`src/rtl/keypad_pkg.sv`:
```
// Shared definitions for the 4x4 keypad scanner.
// Contents:
//   state_e   - scanner FSM states (SCAN, DEBOUNCE, PRESSED)
//   KEY_*     - 4-bit key codes; digits 0-9 use their own value so the
//               code can be passed straight out as the digit
//   keyCode   - maps a (row, col) position on the keypad to its key code
//   keyIgnored - true for keys that must never be accepted (B, C, D)
package keypad_pkg;

   typedef enum logic [1:0] {
      SCAN,
      DEBOUNCE,
      PRESSED
   } state_e;

   localparam logic [3:0] KEY_0    = 4'd0;
   localparam logic [3:0] KEY_1    = 4'd1;
   localparam logic [3:0] KEY_2    = 4'd2;
   localparam logic [3:0] KEY_3    = 4'd3;
   localparam logic [3:0] KEY_4    = 4'd4;
   localparam logic [3:0] KEY_5    = 4'd5;
   localparam logic [3:0] KEY_6    = 4'd6;
   localparam logic [3:0] KEY_7    = 4'd7;
   localparam logic [3:0] KEY_8    = 4'd8;
   localparam logic [3:0] KEY_9    = 4'd9;
   localparam logic [3:0] KEY_A    = 4'hA;
   localparam logic [3:0] KEY_B    = 4'hB;
   localparam logic [3:0] KEY_C    = 4'hC;
   localparam logic [3:0] KEY_D    = 4'hD;
   localparam logic [3:0] KEY_STAR = 4'hE;
   localparam logic [3:0] KEY_HASH = 4'hF;

   // Sixteen keys fill the 4-bit code space, so "no key" shares the code of
   // D. That is safe because D (like B and C) is filtered out before the
   // FSM ever compares codes, so the FSM never sees D as a real key.
   localparam logic [3:0] KEY_NONE = KEY_D;

   // Physical layout, row-major:
   //   r1: 1 2 3 A   r2: 4 5 6 B   r3: 7 8 9 C   r4: * 0 # D
   function automatic logic [3:0] keyCode(input logic [1:0] row, input logic [1:0] col);
      logic [3:0] code;
      case ({row, col})
         4'd0:    code = KEY_1;
         4'd1:    code = KEY_2;
         4'd2:    code = KEY_3;
         4'd3:    code = KEY_A;
         4'd4:    code = KEY_4;
         4'd5:    code = KEY_5;
         4'd6:    code = KEY_6;
         4'd7:    code = KEY_B;
         4'd8:    code = KEY_7;
         4'd9:    code = KEY_8;
         4'd10:   code = KEY_9;
         4'd11:   code = KEY_C;
         4'd12:   code = KEY_STAR;
         4'd13:   code = KEY_0;
         4'd14:   code = KEY_HASH;
         default: code = KEY_D;
      endcase
      return code;
   endfunction

   function automatic logic keyIgnored(input logic [3:0] code);
      return (code == KEY_B) || (code == KEY_C) || (code == KEY_D);
   endfunction

endpackage

```
`src/rtl/keypad_scanner_if.sv`:
```
// Keypad and command bundle between the keypad matrix, the scanner and the
// downstream countdown logic.
//   row_1..row_4    keypad rows, active-low, asynchronous to clk
//   col_1..col_4    keypad columns, exactly one low at a time
//   keydown_*       one-cycle command pulses (start=A, confirm=#, clear=*,
//                   num=digit 0-9)
//   num             digit value, updated together with keydown_num
// master: the scanner. slave: the keypad/consumer side.
interface keypad_scanner_if;
   logic       row_1;
   logic       row_2;
   logic       row_3;
   logic       row_4;
   logic       col_1;
   logic       col_2;
   logic       col_3;
   logic       col_4;
   logic       keydown_start;
   logic       keydown_confirm;
   logic       keydown_clear;
   logic       keydown_num;
   logic [3:0] num;

   modport master (
      input  row_1, row_2, row_3, row_4,
      output col_1, col_2, col_3, col_4,
      output keydown_start, keydown_confirm, keydown_clear, keydown_num, num
   );

   modport slave (
      output row_1, row_2, row_3, row_4,
      input  col_1, col_2, col_3, col_4,
      input  keydown_start, keydown_confirm, keydown_clear, keydown_num, num
   );
endinterface

```
`src/rtl/scan_tick_gen.sv`:
```
// Prescaler producing a one-cycle scan tick every DIV clk cycles.
// Ports:
//   clk     system clock
//   rst_n   asynchronous active-low reset (counter returns to 0)
//   tick_o  high for one cycle when the counter reaches DIV-1
module scan_tick_gen #(
   parameter int DIV = 100000
) (
   input  logic clk,
   input  logic rst_n,
   output logic tick_o
);

   localparam int          W    = (DIV > 1) ? $clog2(DIV) : 1;
   localparam logic [W-1:0] LAST = W'(DIV - 1);

   logic [W-1:0] cnt_q;
   logic [W-1:0] cnt_d;

   // The tick marks the last cycle of each period, so a column made active
   // at the start of a period has been driven for the whole period when
   // the rows are sampled.
   always_comb begin
      cnt_d = (cnt_q == LAST) ? '0 : cnt_q + W'(1);
   end

   always_ff @(posedge clk or negedge rst_n) begin
      if (!rst_n) begin
         cnt_q <= '0;
      end else begin
         cnt_q <= cnt_d;
      end
   end

   assign tick_o = (cnt_q == LAST);

endmodule

```
`src/rtl/keypad_scanner.sv`:
```
// 4x4 keypad scanner with debounce and command decode.
// Ports:
//   clk     system clock, rising edge
//   rst_n   asynchronous active-low reset
//   kp_if   keypad_scanner_if.master: rows in, columns out, command
//           pulses and held digit out
// One column is driven low per scan period; on each scan tick the
// synchronised rows are decoded to a key, debounced over DEBOUNCE_TICKS
// ticks, and an accepted key produces one registered one-cycle pulse.
module keypad_scanner
   import keypad_pkg::*;
#(
   parameter int SCAN_DIV       = 100000,
   parameter int DEBOUNCE_TICKS = 4
) (
   input  logic                    clk,
   input  logic                    rst_n,
   keypad_scanner_if.master        kp_if
);

   localparam int               CNT_W    = $clog2(DEBOUNCE_TICKS + 1);
   localparam logic [CNT_W-1:0] CNT_ONE  = CNT_W'(1);
   localparam logic [CNT_W-1:0] CNT_LAST = CNT_W'(DEBOUNCE_TICKS);

   logic             scanTick;
   logic [3:0]       rowSync1_q, rowSync2_q;
   logic [3:0]       rowPressed;
   logic [3:0]       sampleKey;
   logic             keyPresent;
   logic             accept;
   logic [CNT_W-1:0] countInc, relInc;

   state_e           state_q, state_d;
   logic [1:0]       colIdx_q, colIdx_d;
   logic [3:0]       key_q, key_d;
   logic [CNT_W-1:0] count_q, count_d;
   logic [CNT_W-1:0] relCount_q, relCount_d;
   logic             startPulse_q, startPulse_d;
   logic             confirmPulse_q, confirmPulse_d;
   logic             clearPulse_q, clearPulse_d;
   logic             numPulse_q, numPulse_d;
   logic [3:0]       num_q, num_d;

   scan_tick_gen #(.DIV(SCAN_DIV)) u_tick (
      .clk    (clk),
      .rst_n  (rst_n),
      .tick_o (scanTick)
   );

   // Rows are asynchronous; two flops before use. Reset to "all released".
   always_ff @(posedge clk or negedge rst_n) begin
      if (!rst_n) begin
         rowSync1_q <= 4'hF;
         rowSync2_q <= 4'hF;
      end else begin
         rowSync1_q <= {kp_if.row_4, kp_if.row_3, kp_if.row_2, kp_if.row_1};
         rowSync2_q <= rowSync1_q;
      end
   end

   assign rowPressed = ~rowSync2_q;

   // Decode the active column. Scanning rows from the highest down lets the
   // lowest-numbered pressed row overwrite, so it wins. An ignored key in
   // the winning row is treated as no key at all. keyPresent looks for the
   // latched key in any row so a release is judged on that key alone.
   always_comb begin
      sampleKey  = KEY_NONE;
      keyPresent = 1'b0;
      for (int r = 3; r >= 0; r--) begin
         if (rowPressed[r]) begin
            sampleKey = keyCode(2'(r), colIdx_q);
         end
      end
      if (keyIgnored(sampleKey)) begin
         sampleKey = KEY_NONE;
      end
      for (int r = 0; r < 4; r++) begin
         if (rowPressed[r] && (keyCode(2'(r), colIdx_q) == key_q)) begin
            keyPresent = 1'b1;
         end
      end
   end

   assign countInc = count_q + CNT_ONE;
   assign relInc   = relCount_q + CNT_ONE;

   // Next-state logic; everything moves only on a scan tick. The column
   // advances only when leaving for (or staying in) SCAN with no key, so a
   // candidate or held key keeps its column driven.
   always_comb begin
      state_d    = state_q;
      colIdx_d   = colIdx_q;
      key_d      = key_q;
      count_d    = count_q;
      relCount_d = relCount_q;
      accept     = 1'b0;
      if (scanTick) begin
         case (state_q)
            SCAN: begin
               if (sampleKey == KEY_NONE) begin
                  colIdx_d = colIdx_q + 2'd1;
               end else begin
                  key_d   = sampleKey;
                  count_d = CNT_ONE;
                  if (CNT_ONE == CNT_LAST) begin
                     accept     = 1'b1;
                     relCount_d = '0;
                     state_d    = PRESSED;
                  end else begin
                     state_d = DEBOUNCE;
                  end
               end
            end
            DEBOUNCE: begin
               if (sampleKey == KEY_NONE) begin
                  state_d  = SCAN;
                  colIdx_d = colIdx_q + 2'd1;
               end else if (sampleKey == key_q) begin
                  count_d = countInc;
                  if (countInc == CNT_LAST) begin
                     accept     = 1'b1;
                     relCount_d = '0;
                     state_d    = PRESSED;
                  end
               end else begin
                  key_d   = sampleKey;
                  count_d = CNT_ONE;
               end
            end
            PRESSED: begin
               if (keyPresent) begin
                  relCount_d = '0;
               end else begin
                  relCount_d = relInc;
                  if (relInc == CNT_LAST) begin
                     state_d  = SCAN;
                     colIdx_d = colIdx_q + 2'd1;
                  end
               end
            end
            default: begin
               state_d = SCAN;
            end
         endcase
      end
   end

   // Command pulses are decoded from the key being accepted this tick and
   // registered, so they appear the cycle after the tick for one cycle.
   always_comb begin
      startPulse_d   = accept && (key_d == KEY_A);
      confirmPulse_d = accept && (key_d == KEY_HASH);
      clearPulse_d   = accept && (key_d == KEY_STAR);
      numPulse_d     = accept && (key_d <= KEY_9);
      num_d          = numPulse_d ? key_d : num_q;
   end

   // State and output registers.
   always_ff @(posedge clk or negedge rst_n) begin
      if (!rst_n) begin
         state_q        <= SCAN;
         colIdx_q       <= 2'd0;
         key_q          <= KEY_NONE;
         count_q        <= '0;
         relCount_q     <= '0;
         startPulse_q   <= 1'b0;
         confirmPulse_q <= 1'b0;
         clearPulse_q   <= 1'b0;
         numPulse_q     <= 1'b0;
         num_q          <= 4'd0;
      end else begin
         state_q        <= state_d;
         colIdx_q       <= colIdx_d;
         key_q          <= key_d;
         count_q        <= count_d;
         relCount_q     <= relCount_d;
         startPulse_q   <= startPulse_d;
         confirmPulse_q <= confirmPulse_d;
         clearPulse_q   <= clearPulse_d;
         numPulse_q     <= numPulse_d;
         num_q          <= num_d;
      end
   end

   assign kp_if.col_1           = (colIdx_q != 2'd0);
   assign kp_if.col_2           = (colIdx_q != 2'd1);
   assign kp_if.col_3           = (colIdx_q != 2'd2);
   assign kp_if.col_4           = (colIdx_q != 2'd3);
   assign kp_if.keydown_start   = startPulse_q;
   assign kp_if.keydown_confirm = confirmPulse_q;
   assign kp_if.keydown_clear   = clearPulse_q;
   assign kp_if.keydown_num     = numPulse_q;
   assign kp_if.num             = num_q;

endmodule
```
`src/flat_wrapper.sv`:
```
// flat-port wrapper written by rule: the top's interface ports become plain ports
module keypad_scanner_flat import keypad_pkg::*;
#(
   parameter int SCAN_DIV       = 100000,
   parameter int DEBOUNCE_TICKS = 4
)
  (clk, rst_n, kp_if_row_1, kp_if_row_2, kp_if_row_3, kp_if_row_4, kp_if_col_1, kp_if_col_2, kp_if_col_3, kp_if_col_4, kp_if_keydown_start, kp_if_keydown_confirm, kp_if_keydown_clear, kp_if_keydown_num, kp_if_num);
  keypad_scanner_if kp_if_i ();
  input  logic clk;
  input  logic rst_n;
  input wire logic [$bits(kp_if_i.row_1)-1:0] kp_if_row_1;
  input wire logic [$bits(kp_if_i.row_2)-1:0] kp_if_row_2;
  input wire logic [$bits(kp_if_i.row_3)-1:0] kp_if_row_3;
  input wire logic [$bits(kp_if_i.row_4)-1:0] kp_if_row_4;
  output wire logic [$bits(kp_if_i.col_1)-1:0] kp_if_col_1;
  output wire logic [$bits(kp_if_i.col_2)-1:0] kp_if_col_2;
  output wire logic [$bits(kp_if_i.col_3)-1:0] kp_if_col_3;
  output wire logic [$bits(kp_if_i.col_4)-1:0] kp_if_col_4;
  output wire logic [$bits(kp_if_i.keydown_start)-1:0] kp_if_keydown_start;
  output wire logic [$bits(kp_if_i.keydown_confirm)-1:0] kp_if_keydown_confirm;
  output wire logic [$bits(kp_if_i.keydown_clear)-1:0] kp_if_keydown_clear;
  output wire logic [$bits(kp_if_i.keydown_num)-1:0] kp_if_keydown_num;
  output wire logic [$bits(kp_if_i.num)-1:0] kp_if_num;
  assign kp_if_i.row_1 = kp_if_row_1;
  assign kp_if_i.row_2 = kp_if_row_2;
  assign kp_if_i.row_3 = kp_if_row_3;
  assign kp_if_i.row_4 = kp_if_row_4;
  assign kp_if_col_1 = kp_if_i.col_1;
  assign kp_if_col_2 = kp_if_i.col_2;
  assign kp_if_col_3 = kp_if_i.col_3;
  assign kp_if_col_4 = kp_if_i.col_4;
  assign kp_if_keydown_start = kp_if_i.keydown_start;
  assign kp_if_keydown_confirm = kp_if_i.keydown_confirm;
  assign kp_if_keydown_clear = kp_if_i.keydown_clear;
  assign kp_if_keydown_num = kp_if_i.keydown_num;
  assign kp_if_num = kp_if_i.num;
  keypad_scanner #(.SCAN_DIV(SCAN_DIV), .DEBOUNCE_TICKS(DEBOUNCE_TICKS)) u_core (.clk(clk), .rst_n(rst_n), .kp_if(kp_if_i));
endmodule
```
`config.mk`:
```
export PLATFORM = sky130hd
export DESIGN_NAME = keypad_scanner_flat
export DESIGN_NICKNAME = d
export VERILOG_FILES = /design/src/rtl/keypad_pkg.sv /design/src/rtl/keypad_scanner_if.sv /design/src/rtl/scan_tick_gen.sv /design/src/rtl/keypad_scanner.sv /design/src/flat_wrapper.sv
export SDC_FILE = /design/constraint.sdc
export NUM_CORES = 1
export LEC_CHECK = 0
export CAP_MARGIN = 10
export CORE_MARGIN = 3
export CORE_UTILIZATION = 45
export DETAILED_ROUTE_END_ITERATION = 16
export PLACE_DENSITY = 0.64
export SLEW_MARGIN = 0
export SYNTH_ARGS = -nofsm -noshare
export SYNTH_HDL_FRONTEND = slang
export SYNTH_SLANG_ARGS = --single-unit
```
`constraint.sdc`:
```
create_clock -name clk -period 3.63 [get_ports clk]
set_input_delay 0.726 -clock clk [delete_from_list [all_inputs] [get_ports clk]]
set_output_delay 0.726 -clock clk [all_outputs]
set_load 0.01 [all_outputs]
```
Yosys cells after proc, flatten, opt, wreduce, memory -nomap -nowiden
Cells that the tools add are included.
{ "word_totals": {"word_cells": 116, "regBits": 47} }
{ "op_classes": {"n_addsub": 4, "n_reduce_logical": 21, "order_cmp": 1, "muxes": 44, "eq_ne": 32, "n_bitwise": 1} }
{ "ops": {"columns": ["cell", "n"], "rows": [
  ["$pmux 4 s4", 3],
  ["$mux 4", 9],
  ["$eq 4x4->1 const B", 7],
  ["$mux 3", 7],
  ["$eq 4x4->1", 5],
  ["$mux 2", 9],
  ["$add 17x1->17 const B", 1],
  ["$eq 17x17->1 const B", 1],
  ["$mux 17", 1],
  ["$pmux 3 s2", 2],
  ["$pmux 4 s3", 1],
  ["$ne 2x1->1 const B", 5],
  ["$ne 2x2->1 const B", 5],
  ["$reduce_and 5->1", 2],
  ["$mux 1", 9],
  ["$logic_and 1x1->1", 8],
  ["$pmux 4 s2", 1],
  ["$reduce_bool 2->1", 4],
  ["$add 3x1->3 const B", 2],
  ["$eq 2x2->1 const B", 3],
  ["$eq 3x3->1 const B", 2],
  ["$ne 3x1->1 const B", 2],
  ["$pmux 2 s3", 1],
  ["$reduce_and 6->1", 1],
  ["9 further kinds", 12]
]} }

Logic depth before layout (Yosys ltp)
{ "depth": {"word_depth": 17, "ltp_mapped": 11, "ltp_nobuf": 10} }

Cells and area by module
A second synthesis with hierarchy kept.
{ "unflattened": {"cells_unflattened": 262, "area_unflattened_um2": 2688.8} }
{ "by_module_without_submodules": {"columns": ["module", "area_each_um2", "cells_each", "seq_area_each_um2", "instances"], "rows": [
  ["keypad_scanner", 1895.6, 188, 764.5, 1],
  ["scan_tick_gen", 793.3, 74, 425.4, 1]
]} }

Worst setup path after synthesis
No wires, ideal clock.
{ "synth_path": {"path_kind": "reg-to-reg", "start": "reg u_core.colIdx_q[0]", "end": "reg u_core.num_q[2] (netlist: u_core.kp_if.num[2])", "path_stages_with_launch": 11, "required_ps": 3505, "arrival_ps": 2695, "setup_slack_ps": 810, "setup_time_ps": 125, "cell_sequence": "dfrtp_1 -> inv_1 -> ha_1 -> or2_1 -> o221a_2 -> nor4_4 -> a211o_1 -> nand3_1 -> nor4_4 -> o211ai_4 -> mux2_4"} }
{ "synth_via": {"elab_chain_len": 17, "elab_cells_between_ends": 31} }
{ "synth_lines": {"columns": ["element", "line", "source"], "rows": [
  ["start: declaration", "keypad_scanner.sv:34", "logic [1:0] colIdx_q, colIdx_d;"],
  ["start signal: assignment", "keypad_scanner.sv:174", "colIdx_q <= colIdx_d;"],
  ["$eq 2x2->1, or another cell as far along", "keypad_pkg.sv:42", "case ({row, col})"],
  ["$pmux 4 s3", "keypad_pkg.sv:42", null],
  ["$mux 4 (3 in series)", "keypad_scanner.sv:71", "if (rowPressed[r]) begin"],
  ["$mux 4 (*)", "keypad_scanner.sv:71", null],
  ["$eq 4x4->1", "keypad_pkg.sv:64", "return (code == KEY_B) || (code == KEY_C) || (code == KEY_D);"],
  ["$logic_or 1x1->1 (2 in series)", "keypad_pkg.sv:64", null],
  ["$mux 4 (*)", "keypad_scanner.sv:75", "if (keyIgnored(sampleKey)) begin"],
  ["$eq 4x4->1", "keypad_scanner.sv:119", "end else if (sampleKey == key_q) begin"],
  ["$mux 4", "keypad_scanner.sv:119", null],
  ["$mux 4", "keypad_scanner.sv:116", "if (sampleKey == KEY_NONE) begin"],
  ["$pmux 4 s2", "keypad_scanner.sv:99", "case (state_q)"],
  ["$mux 4", "keypad_scanner.sv:98", "if (scanTick) begin"],
  ["$le 4x4->1", "keypad_scanner.sv:155", "numPulse_d = accept && (key_d <= KEY_9);"],
  ["$logic_and 1x1->1", "keypad_scanner.sv:155", null],
  ["end signal: assignment", "keypad_scanner.sv:182", "num_q <= num_d;"],
  ["end: declaration", "keypad_scanner.sv:42", "logic [3:0] num_q, num_d;"]
]} }
Mark *: on every way between the ends. The rest lies on a longest branch, timed or not. The select of a mux whose other input is x is not followed.
A chain may end at the register's enable or synchronous reset.

Worst setup path after layout
{ "layout_path": {"start": "reg u_core.colIdx_q[0]", "end": "reg u_core.num_q[0] (netlist: u_core.kp_if.num[0])"} }
{ "layout_via": {"elab_chain_len": 17, "elab_cells_between_ends": 31} }
{ "layout_lines": {"columns": ["element", "line", "source"], "rows": [
  ["$eq 2x2->1, or another cell as far along", "keypad_pkg.sv:42", null],
  ["$pmux 4 s3", "keypad_pkg.sv:42", null],
  ["$mux 4 (3 in series)", "keypad_scanner.sv:71", null],
  ["$mux 4 (*)", "keypad_scanner.sv:71", null],
  ["$eq 4x4->1", "keypad_pkg.sv:64", null],
  ["$logic_or 1x1->1 (2 in series)", "keypad_pkg.sv:64", null],
  ["$mux 4 (*)", "keypad_scanner.sv:75", null],
  ["$eq 4x4->1", "keypad_scanner.sv:119", null],
  ["$mux 4", "keypad_scanner.sv:119", null],
  ["$mux 4", "keypad_scanner.sv:116", null],
  ["$pmux 4 s2 (*)", "keypad_scanner.sv:99", null],
  ["$mux 4 (*)", "keypad_scanner.sv:98", null],
  ["named net u_core.key_d[0]", "keypad_scanner.sv:35", "logic [3:0] key_q, key_d;"],
  ["$le 4x4->1", "keypad_scanner.sv:155", null],
  ["$logic_and 1x1->1", "keypad_scanner.sv:155", null]
]} }
The timed path passes the listed nets; every way through them passes the cells marked *. The select of a mux whose other input is x is not followed.

==> flow_metrics.tcl <==
set metrics [dict create \
    slew_headroom_pct 31.8 \
    fin_setup_tns_ps 0 \
    grt_max_degree 48 \
    clkTransAtPathRegs_ps 90 \
    port_buffers 17 \
    ys_ff_latch 47 \
    crit_required_ps 3820 \
    syn_avg_cell_area_um2 10.2 \
    critical_path_class "flop to flop" \
    die_area_um2 7080 \
    crit_fanout 12 \
    critPathBufInv 1 \
    num_io_pins 18 \
    postCtsSetupBuffers 0 \
    cts-root-buf "clkbuf_8" \
    worstSkewPairLatency_ps 300 \
    mostFrequentLayoutCell "dfrtp_1" \
    cts_tree "built" \
    wirelength_um 5150 \
    core_um2 5710 \
    max-cap-violations 0 \
    finalWorstSetupSlack_ps 322 \
    firstDrtPassIters 4 \
    cp-end-kind "flop" \
    clock_sinks 47 \
    avgRoutedWirePerCell_um 14.4 \
    grt_pass1_wl_um 9030 \
    slew_violations 0 \
    tightest_slew_ps 1020 \
    cp_slowest_cell "dfrtp_1" \
    p_leak_nw 1.34 \
    setup_viol 0 \
    cts_resized 0 \
    drive_above_1_share_pct 14.0 \
    h-tree-depth 2 \
    cts.path.max_buffers 2 \
    cts_hold_buf 0 \
    hpwlAfterDp_um 3770 \
    min-delay-start "u_core.rowSync1_q[2]" \
    cp_top_family "compound AO/OA/AOI/OAI gates" \
    min_to "u_core.rowSync2_q[2]" \
    total_power_mw 0.961 \
    syn-cell-area_um2 2750 \
    r2r_setup_slack_ps 320 \
    dp_slack_ps 342 \
    critical_path.cell_chain "inv_1 -> ha_1 -> or2_1 -> o221a_2 -> nor4_4 -> a21oi_2 -> o21ai_0 -> mux2_2 -> mux2_4" \
    routed-via-count 1951 \
    gr-total-overflow 0 \
    final_hold_viol_count 0 \
    reg2reg_depth 9 \
    numCtsBuffers 5 \
    drc 0 \
    yosysSeqAreaShare_pct 43.3 \
    antenna_left 0 \
    via_per_inst 5.46 \
    antenna_found_initial 0 \
    rr_endpoint "u_core.kp_if.num[0]" \
    start_kind "flop" \
    max_freq_ghz 0.302 \
    grt_pass1_vias 1921 \
    final_cell_mix "dfrtp_1 (36), nor2_1 (22), nand2_1 (20)" \
    hold_ws_ps 358 \
    rsz0062_at_grt "no" \
    nNetsFinal 301 \
    netlist_instances 270 \
    timing.rr.start "u_core.colIdx_q[0]" \
    outcome "finished clean" \
    globalplace.congestion 0.850 \
    synth_ff_type "dfrtp_1" \
    drtIter0Drc 113 \
    synth_warnings 0 \
    pwr_density_cell_nw_per_um2 315 \
    grt_usage_pct 15.6 \
    utilization_pct 53.5 \
    cpPeakStageDelay_ps 480 \
    worstPathArrival_ps 3500 \
    start_util_pct 48.1 \
    synth_nets 287 \
    rows 27 \
    syn2layout_area_growth_pct 11.3 \
    insertedDiodeCount 0 \
    clock-skew-final_ps 9.32 \
    die_h_um 84.1 \
    fp.dieW_um 84.1 \
    synthDistinctLibCells 59 \
    ys_async_sr_fraction_pct 100 \
    critPathLaunch "u_core.colIdx_q[0]" \
    synth-edff-count 0 \
    vdd_ir_drop_max_mv 0.206 \
    hp-class "flop to flop" \
    hold_depth 0 \
    fin_crit_sh_pct 91.1 \
    post-route-min-period_ps 3310 \
]
==> worst max-delay path by stage <==
stage                                      end  slack, ps  cells after the start
after floorplan            u_core.kp_if.num[2]        810                     10
after global placement     u_core.kp_if.num[0]        440                      9
after detailed placement   u_core.kp_if.num[0]        340                      9
after CTS                  u_core.kp_if.num[0]        310                      9
after global routing      u_core.relCount_q[0]         70                     10
final                      u_core.kp_if.num[0]        320                      9
==> final cells by class <==
| class | count | area, um2 |
|---|---|---|
| Fill cell | 505 | 2650 |
| Multi-Input combinational cell | 198 | 1450 |
| Sequential cell | 47 | 1190 |
| Timing Repair Buffer | 17 | 165 |
| Tap cell | 72 | 90.1 |
| Clock buffer | 7 | 76.3 |
| Inverter | 15 | 56.3 |
| Clock inverter | 1 | 30.0 |
==> cell usage after synthesis, types with 3 or more instances <==
| cell | n | area (um2) |
|---|---|---|
| nor2_1 | 22 | 82.6 |
| nor4_4 | 3 | 63.8 |
| dfstp_2 | 11 | 289 |
| nand2_1 | 20 | 75.1 |
| mux2_4 | 3 | 45.0 |
| o21ai_0 | 13 | 65.1 |
| and3_1 | 5 | 31.3 |
| a21oi_1 | 7 | 35.0 |
| nor3_1 | 7 | 35.0 |
| xor2_1 | 12 | 105 |
| nor4_1 | 4 | 25.0 |
| ha_1 | 11 | 138 |
| nand2b_1 | 4 | 25.0 |
| nand3_1 | 8 | 40.0 |
| nand4_1 | 7 | 43.8 |
| o22ai_1 | 3 | 18.8 |
| and4_1 | 4 | 35.0 |
| mux2_2 | 5 | 56.3 |
| clkbuf_1 | 6 | 22.5 |
| inv_1 | 14 | 52.6 |
| dfrtp_1 | 36 | 901 |
| nor2b_1 | 5 | 31.3 |
| xnor2_1 | 13 | 114 |
==> stage by stage <==
stage / cells / area (um2)
6_report: 357 / 3060
5_1_grt: 357 / 3060
4_1_cts: 357 / 3060
3_5_place_dp: 349 / 2950
3_3_place_gp: 349 / 2950
2_1_floorplan: 270 / 2750
==> state kept, by name, indices dropped and copies added (netlist names), 2 cells and up <==
register	cells
u_core.relCount_q	3
u_core.key_q	4
u_core.kp_if.num	4
u_core.count_q	3
u_core.colIdx_q	2
u_core.rowSync1_q	4
u_core.u_tick.cnt_q	17
u_core.rowSync2_q	4
u_core.state_q	2
==> cells by family after synthesis <==
family / Yosys count / share of synthesized area, %
AO/OA/AOI/OAI: 51 / 13.9
XOR/XNOR: 25 / 7.97
adder cells (fa/ha/maj): 11 / 5.01
buffers and inverters: 25 / 3.92
flip-flops: 47 / 43.3
multiplexers: 8 / 3.69
AND/OR/NAND/NOR: 103 / 22.2
==> routing by layer <==
layer / vias to the layer above / track usage (%) / share of wire [%]
met5: - / 0 / 0
met4: 0 / 5.26 / 1.4
met3: 8 / 2.67 / 3.2
met2: 36 / 24.7 / 45
met1: 921 / 21.6 / 50
li1: 986 / - / -
==> power by group <==
part	switching [mW]	internal, mW	total (mW)
Clock	0.168	0.206	0.374
Combinational	0.0306	0.0184	0.0490
Sequential	0.00655	0.532	0.538
No activity file was read; power rests on OpenSTA's default activity.
